===== src/rtl/truth_table_sweeper.sv =====
// Truth-table sweeper: steps a 3-input gate through all rows, majority-votes its
// output per row and compares the assembled 8-bit code against EXPECTED.
module truth_table_sweeper #(
    parameter int unsigned SETTLE_CYCLES = 16,
    parameter int unsigned SAMPLES       = 3,
    parameter logic [7:0]  EXPECTED      = 8'hC5
) (
    input  logic       clk_i,
    input  logic       rst_i,
    input  logic       start_i,
    input  logic       abort_i,
    output logic [2:0] in_vec_o,
    input  logic       dut_out_i,
    output logic       busy_o,
    output logic       done_o,
    output logic [7:0] table_o,
    output logic       pass_o
);

    localparam int unsigned CMAX = (SETTLE_CYCLES > SAMPLES) ? SETTLE_CYCLES : SAMPLES;
    localparam int unsigned CW   = (CMAX > 1) ? $clog2(CMAX) : 1;
    localparam int unsigned OW   = $clog2(SAMPLES + 1);

    localparam logic [CW-1:0] SETTLE_LAST = CW'(SETTLE_CYCLES - 1);
    localparam logic [CW-1:0] SAMPLE_LAST = CW'(SAMPLES - 1);
    localparam logic [OW-1:0] HALF        = OW'(SAMPLES / 2);

    typedef enum logic [1:0] {
        IDLE,
        SETTLE,
        SAMPLE,
        FINISH
    } state_t;

    state_t          state_q;
    logic [CW-1:0]   cnt_q;
    logic [2:0]      row_q;
    logic [OW-1:0]   ones_q;
    logic [OW-1:0]   ones_d;
    logic [2:0]      in_vec_q;
    logic            busy_q;
    logic            done_q;
    logic [7:0]      table_q;
    logic [7:0]      table_d;
    logic            pass_q;

    // Row r lands in bit 7-r, i.e. the bitwise inverse of the row index.
    always_comb begin
        ones_d           = ones_q + OW'(dut_out_i);
        table_d          = table_q;
        table_d[~row_q]  = (ones_d > HALF);
    end

    always_ff @(posedge clk_i or posedge rst_i) begin
        if (rst_i) begin
            state_q  <= IDLE;
            cnt_q    <= '0;
            row_q    <= '0;
            ones_q   <= '0;
            in_vec_q <= '0;
            busy_q   <= 1'b0;
            done_q   <= 1'b0;
            table_q  <= '0;
            pass_q   <= 1'b0;
        end else begin
            done_q <= 1'b0;
            if (abort_i && (state_q == SETTLE || state_q == SAMPLE)) begin
                state_q  <= IDLE;
                cnt_q    <= '0;
                row_q    <= '0;
                ones_q   <= '0;
                in_vec_q <= '0;
                busy_q   <= 1'b0;
                table_q  <= '0;
                pass_q   <= 1'b0;
            end else begin
                case (state_q)
                    IDLE: begin
                        if (start_i && !abort_i) begin
                            state_q  <= SETTLE;
                            cnt_q    <= '0;
                            row_q    <= '0;
                            ones_q   <= '0;
                            in_vec_q <= '0;
                            busy_q   <= 1'b1;
                            table_q  <= '0;
                            pass_q   <= 1'b0;
                        end
                    end
                    SETTLE: begin
                        if (cnt_q == SETTLE_LAST) begin
                            cnt_q   <= '0;
                            state_q <= SAMPLE;
                        end else begin
                            cnt_q <= cnt_q + 1'b1;
                        end
                    end
                    SAMPLE: begin
                        if (cnt_q == SAMPLE_LAST) begin
                            cnt_q   <= '0;
                            ones_q  <= '0;
                            table_q <= table_d;
                            if (row_q != 3'd7) begin
                                row_q    <= row_q + 3'd1;
                                in_vec_q <= row_q + 3'd1;
                                state_q  <= SETTLE;
                            end else begin
                                row_q    <= '0;
                                in_vec_q <= '0;
                                busy_q   <= 1'b0;
                                done_q   <= 1'b1;
                                pass_q   <= (table_d == EXPECTED);
                                state_q  <= FINISH;
                            end
                        end else begin
                            ones_q <= ones_d;
                            cnt_q  <= cnt_q + 1'b1;
                        end
                    end
                    FINISH: begin
                        state_q <= IDLE;
                    end
                    default: begin
                        state_q <= IDLE;
                    end
                endcase
            end
        end
    end

    assign in_vec_o = in_vec_q;
    assign busy_o   = busy_q;
    assign done_o   = done_q;
    assign table_o  = table_q;
    assign pass_o   = pass_q;

endmodule


===== config.mk =====
export PLATFORM = sky130hd
export DESIGN_NAME = truth_table_sweeper
export DESIGN_NICKNAME = d
export VERILOG_FILES = /design/src/rtl/truth_table_sweeper.sv
export SDC_FILE = /design/constraint.sdc
export NUM_CORES = 1
export LEC_CHECK = 0
export ABC_CLOCK_PERIOD_IN_PS = 2200
export CAP_MARGIN = 20
export CORE_ASPECT_RATIO = 1.75
export CORE_MARGIN = 8
export CORE_UTILIZATION = 49
export CTS_BUF_LIST = sky130_fd_sc_hd__clkbuf_4 sky130_fd_sc_hd__clkbuf_8 sky130_fd_sc_hd__clkbuf_16
export CTS_CLUSTER_DIAMETER = 40
export DETAILED_ROUTE_END_ITERATION = 10
export PLACE_DENSITY = 0.75
export SETUP_SLACK_MARGIN = 0.05
export SYNTH_ARGS = -nofsm -noshare
export SYNTH_HDL_FRONTEND = slang
export SYNTH_SLANG_ARGS = --single-unit
export TNS_END_PERCENT = 100

===== constraint.sdc =====
create_clock -name clk_i -period 2.2 [get_ports clk_i]
set_input_delay 0.22 -clock clk_i [delete_from_list [all_inputs] [get_ports clk_i]]
set_output_delay 0.22 -clock clk_i [all_outputs]
set_load 0.01 [all_outputs]

==> impl_metrics.csv, run 1 <==
group,metric,value,unit
status,outcome,"completed",
timing,skew,0.00249,ns
cells_and_area,seq_area,551,um2
place,dp_hpwl,2580,um
route,wl_per_cell,15.8,um
timing,hold_violations,0,
place,gp_congestion,0.842,
clock_tree,cts_root_buf,"clkbuf_8",
power_and_ir_drop,p_leak,0.787,nW
clock_tree,clock_sinks,22,
power_and_ir_drop,power.total,0.00163,W
route,dr_total_vias,1232,
clock_tree,cts_tree,"yes",
global_route,grt_pass1_wl,5420,um
power_and_ir_drop,power.switching,0.000674,W
timing,rsz0062_at_grt,"false",
synth,netlist_instances,154,
worst_setup_path,end_kind,"register",
synth,synth_top_area_cell,"dfrtp_1",
synth,synth-async-reset-ratio,100,%
synth,yosysMostFrequentCell,"dfrtp_1",
synth,yosys_warnings,0,
global_route,grt_pass1_vias,1281,
synth,netlist_area,1400,um2
cells_and_area,drive_gt1_share,16.8,%
clock_tree,htree_levels,1,
route,highest_layer,"met4",
timing,max_slew.worst_pin.slew,0.455,ns
die,io_pins,19,
route,met3_wirelength,118,um
global_route,grt_max_degree,23,
worst_setup_path,critPathKind,"register to register",
route,drt_iter0_markers,46,
min_path,holdCritPathClass,"primary input to asynchronous set/reset pin",
timing,fmax,0.492,GHz
worst_setup_path,path_max_fanout,10,
cells_and_area,n_antenna_cell,0,
clock_tree,clk_pin_slew,0.08,ns
route,drcViolationCount,0,
global_route,track_usage,13.6,%
power_and_ir_drop,clkPwrFrac,15.6,%
timing,setup_violations,0,
timing,slew_headroom,69.5,%
global_route,gr-total-overflow,0,
route,wl,3330,um
power_and_ir_drop,intPower,0.000960,W
timing,finalCriticalPeriod,2.03,ns
route,first_pass_iters,4,
die,die_area,4880,um2
die,die_h,86.6,um
place,placed_cell_area,1680,um2
global_route,antenna_found_initial,0,
cells_and_area,nets,201,
place,io_buffers,18,
clock_tree,cts_inserted_buffers,3,
synth,synth_ff_type,"dfrtp_1",
synth,ys_types,38,
cells_and_area,fill_cells,242,
timing,slew_viol_final,0,
synth,synth_area_leaders,"dfrtp_1, ha_1, nand2_1",
power_and_ir_drop,ir_drop,0.624,mV
die,initial_core_util,51.3,%
power_and_ir_drop,pwr_density_cell,931,nW/um2
die,num_rows,25,
synth,synth_edf_count,0,
cells_and_area,multi_input_area,805,um2
route,wl_met1,1250,um
die,die_x,56.3,um
place,dp_slack,-0.0123,ns
timing,final.setup.worst_slack,0.170,ns
synth,ys_seq_area_share,39.5,%
synth,syn_area_per_cell,9.06,um2
worst_setup_path,cp.arrival,2.21,ns
die,core,2720,um2
flow_run,max-cap-violations,0,
clock_tree,cts_hold_buf,0,
route,viasPerCell,5.84,
power_and_ir_drop,power_frac_comb,52.1,%
synth,synth_top_area_share,39.5,%
synth,synth_common_cells,"dfrtp_1, nand2_1, o21ai_0",
clock_tree,clockBufferDepth,2,
synth,ys_seq_elements,22,
synth,syn-num-nets,169,
route,route.met2.wl,1840,um
timing,fin_crit_sh,92.3,%
clock_tree,clk_latency,0.27,ns
power_and_ir_drop,power.share.sequential,32.3,%
worst_setup_path,cp.required,2.38,ns
route,ant_nets,0,
worst_setup_path,critPathLaunchType,"register",
power_and_ir_drop,switching_share,41.2,%
cells_and_area,syn_to_final_growth,25.9,%
cells_and_area,postLayoutCellArea,1760,um2
[layout make-up]
| class | instances | area share (%) |
|---|---|---|
| multi-input cells | 116 | 45.8 |
| flip-flops and latches | 22 | 31.3 |
| repair buffers | 32 | 16.2 |
| clock buffers | 3 | 2.35 |
| inverters | 11 | 2.35 |
| well taps | 27 | 1.92 |
[layer usage]
metal / vias up / track usage, %
met5: - / 0
met4: 0 / 9.45
met3: 11 / 2.93
met2: 25 / 26.7
met1: 583 / 11.4
li1: 613 / -
[logic make-up after synthesis]
group	after synthesis	synth area share, %
AND/OR/NAND/NOR	55	21.5
AO/OA/AOI/OAI	47	22.8
multiplexers	2	1.52
adder cells (fa/ha/maj)	10	8.97
buffers and inverters	16	4.48
flip-flops	22	39.5
XOR/XNOR	2	1.26
[cell usage in the layout (no fill, tap or decap), types with 2 or more instances in the layout]
cell             netlist  routed
o21ai_2                2       2
a31oi_1                2       2
a21oi_1                8       8
inv_1                 11      10
a21o_1                 4       4
nand2_1               19      18
nor3_1                 6       6
nand3_1                3       3
o22ai_1                5       5
nor4_1                 2       2
buf_4                  0      14
o31ai_1                5       5
or3_1                  2       2
dfrtp_1               22      22
clkbuf_8               0       3
o21ai_0               14      14
ha_1                  10       8
and2_1                 4       4
clkdlybuf4s50_1        0      18
nor2b_1                3       3
nand2b_1               6       6
ha_2                   0       2
nor3b_1                4       3
[power by group through the flow]
stage	clock network, W	registers (W)	logic, W
CTS	0.000260	0.000532	0.000796
finish	0.000255	0.000528	0.000851
detailed placement	0	0.000541	0.000785
global placement	0	0.000532	0.000763
floorplan	0	0.000526	0.000514
global route	0.000274	0.000534	0.000931
[flip-flops by register name, summed over array words and instances (netlist names)]
signal	count
busy_o	1
cnt_q	4
done_o	1
in_vec_o	3
ones_q	2
pass_o	1
state_q	2
table_o	8
[path summary, 6_finish.rpt]
path                               end         from  slack, ns  cells after the start
max                             pass_o  in_vec_o[0]       0.17                      5
min                        in_vec_o[1]        rst_i       0.28                      3
max reg2reg                     pass_o  in_vec_o[0]       0.17                      5
min reg2reg                     pass_o       pass_o       0.48                      2
max in group asynchronous   table_o[4]        rst_i       1.69                      3
min in group clk_i              pass_o       pass_o       0.48                      2
[critical path: stages (launching register included)]
cell and delay, ns:
dfrtp_1 0.50, buf_4 0.21, nor2b_1 0.33, a31oi_1 0.15, or4b_1 0.51, o31ai_1 0.24
[repair_timing]
| item | CTS | global route |
|---|---|---|
| setup endpoints to repair | 1 | 2 |
| pin swaps | 0 | 0 |
| resized for setup | 1 | 6 |
| buffers inserted | 0 | 2 |
[stage by stage]
step	cells	hold slack, ns	util [%]	TNS, ns
floorplan	154	0.209	-	0
global placement	206	0.464	61.7	0
detailed placement	206	0.468	61.7	-0.0123
CTS	209	0.291	63.4	0
global route	211	0.324	64.6	0
finish	211	0.284	64.6	0
Power figures use the tool's default switching activity.
==> run 2: changes to the inputs <==
- SETUP_SLACK_MARGIN: 0.05 -> 0.1
==> run 2 against run 1 <==
Compared with the run above:
- sequential cell count did not move
- worst hold slack improved by 0.00099 ns
- non-clock buffer count did not move
- sequential power barely moved
- die area did not move
- combinational power rose by 0.8%
- register-to-register slack improved by 0.05 ns
- clock skew fell by 0.00081 ns
- routed wire length rose by 1.0%
==> impl_metrics.csv, run 2 (synthesized netlist as in run 1, its figures left out) <==
group,metric,value,unit
timing,finalCriticalPeriod,1.98,ns
worst_setup_path,end_kind,"register",
clock_tree,htree_levels,1,
cells_and_area,n_antenna_cell,0,
global_route,grt_max_degree,23,
clock_tree,cts_hold_buf,0,
die,io_pins,19,
min_path,holdCritPathClass,"primary input to asynchronous set/reset pin",
power_and_ir_drop,pwr_density_cell,927,nW/um2
place,dp_hpwl,2580,um
place,placed_cells,206,
clock_tree,cts_tree,"yes",
clock_tree,clock_sinks,22,
cells_and_area,nets,201,
power_and_ir_drop,ir_drop,0.622,mV
cells_and_area,drive_gt1_share,18.5,%
worst_setup_path,path_max_fanout,10,
timing,hold_violations,0,
global_route,gr-total-overflow,0,
route,ant_nets,0,
timing,max_slew.worst_pin.slew,0.388,ns
cells_and_area,final_common_cell,"dfrtp_1",
clock_tree,cts_inserted_buffers,3,
timing,slew_headroom,74.1,%
global_route,antenna_found_initial,0,
route,wl,3360,um
power_and_ir_drop,clkPwrFrac,15.7,%
route,wl_per_cell,15.9,um
timing,skew,0.00168,ns
power_and_ir_drop,intPower,0.000967,W
power_and_ir_drop,power.switching,0.000680,W
die,initial_core_util,51.3,%
clock_tree,cts_root_buf,"clkbuf_8",
cells_and_area,stdcell_count,211,
global_route,track_usage,13.8,%
timing,setup_violations,0,
route,drt_iter0_markers,50,
global_route,grt_pass1_wl,5460,um
die,num_rows,25,
cells_and_area,syn_to_final_growth,27.4,%
worst_setup_path,critPathLaunchType,"register",
die,die_h,86.6,um
timing,rsz0062_at_grt,"false",
route,viasPerCell,5.86,
die,core,2720,um2
worst_setup_path,critPathKind,"register to register",
place,io_buffers,18,
clock_tree,clk_latency,0.27,ns
power_and_ir_drop,switching_share,41.3,%
power_and_ir_drop,power_frac_comb,52.1,%
timing,fmax,0.506,GHz
power_and_ir_drop,p_leak,0.785,nW
power_and_ir_drop,power.share.sequential,32.2,%
timing,slew_viol_final,0,
status,outcome,"completed",
die,die_area,4880,um2
route,first_pass_iters,4,
timing,fin_crit_sh,89.9,%
clock_tree,clk_pin_slew,0.08,ns
global_route,grt_pass1_vias,1291,
timing,hold_ws,0.285,ns
place,gp_congestion,0.842,
flow_run,max-cap-violations,0,
worst_setup_path,cp.arrival,2.16,ns
cells_and_area,final_cell_mix,"dfrtp_1, nand2_1, clkdlybuf4s50_1, o21ai_0, buf_4",
worst_setup_path,cp.required,2.38,ns
route,dr_total_vias,1237,
route,drcViolationCount,0,
cells_and_area,largest_register_ff_count,8,
die,die_x,56.3,um
clock_tree,clockBufferDepth,2,
## run 2: through the flow
step	setup TNS (ns)	power, W	worst slack [ns]	area (um2)	util [%]
finish	0	0.00165	0.222	1780	65.3
global placement	0	0.00130	0.0615	1680	61.7
floorplan	0	0.00104	0.182	1400	-
detailed placement	-0.0123	0.00133	-0.0123	1680	61.7
global route	0	0.00175	0.0908	1780	65.3
CTS	0	0.00160	0.116	1730	63.7
## run 2: critical path, stage by stage (launching register included)
cell and delay [ns]:
dfrtp_2 0.49, buf_4 0.18, nor2b_1 0.33, a31oi_1 0.15, or4b_1 0.51, o31ai_1 0.24
## run 2: final timing paths
check,slack (ns),to,cells after the start,startpoint
setup / recovery,0.22,pass_o,5,in_vec_o[0]
hold / removal,0.28,in_vec_o[1],3,rst_i
setup reg to reg,0.22,pass_o,5,in_vec_o[0]
hold reg to reg,0.48,pass_o,2,pass_o
max in group asynchronous,1.67,in_vec_o[0],3,rst_i
min in group clk_i,0.48,pass_o,2,pass_o
## run 2: metal layers
metal | wire length, um | vias to the layer above | track usage (%)
met4 | 125 | 0 | 9.45
met5 | 0 | - | 0
met2 | 1860 | 29 | 27.1
met1 | 1260 | 585 | 11.5
li1 | - | 612 | -
met3 | 117 | 11 | 2.93
## run 2: what timing repair did
item                       4_1_cts  5_1_grt
buffers inserted                 0        2
gates resized for setup          3        8
setup endpoints to repair        1        2
pin swaps                        1        0
hold endpoints to repair         0        0
## run 2: cell type report
| type | instances | area, um2 |
|---|---|---|
| fill | 238 | 945 |
| multi-input combinational | 116 | 823 |
| sequential | 22 | 552 |
| timing repair buffer | 32 | 285 |
| clock buffer | 3 | 41.3 |
| inverter | 11 | 41.3 |
| tap | 27 | 33.8 |
## run 2: power groups by stage
stage / sequential, W / combinational (W) / clock [W]
6_report: 0.000531 / 0.000858 / 0.000258
5_1_grt: 0.000537 / 0.000938 / 0.000273
4_1_cts: 0.000532 / 0.000805 / 0.000260
3_5_place_dp: 0.000541 / 0.000785 / 0
3_3_place_gp: 0.000532 / 0.000763 / 0
2_1_floorplan: 0.000526 / 0.000514 / 0
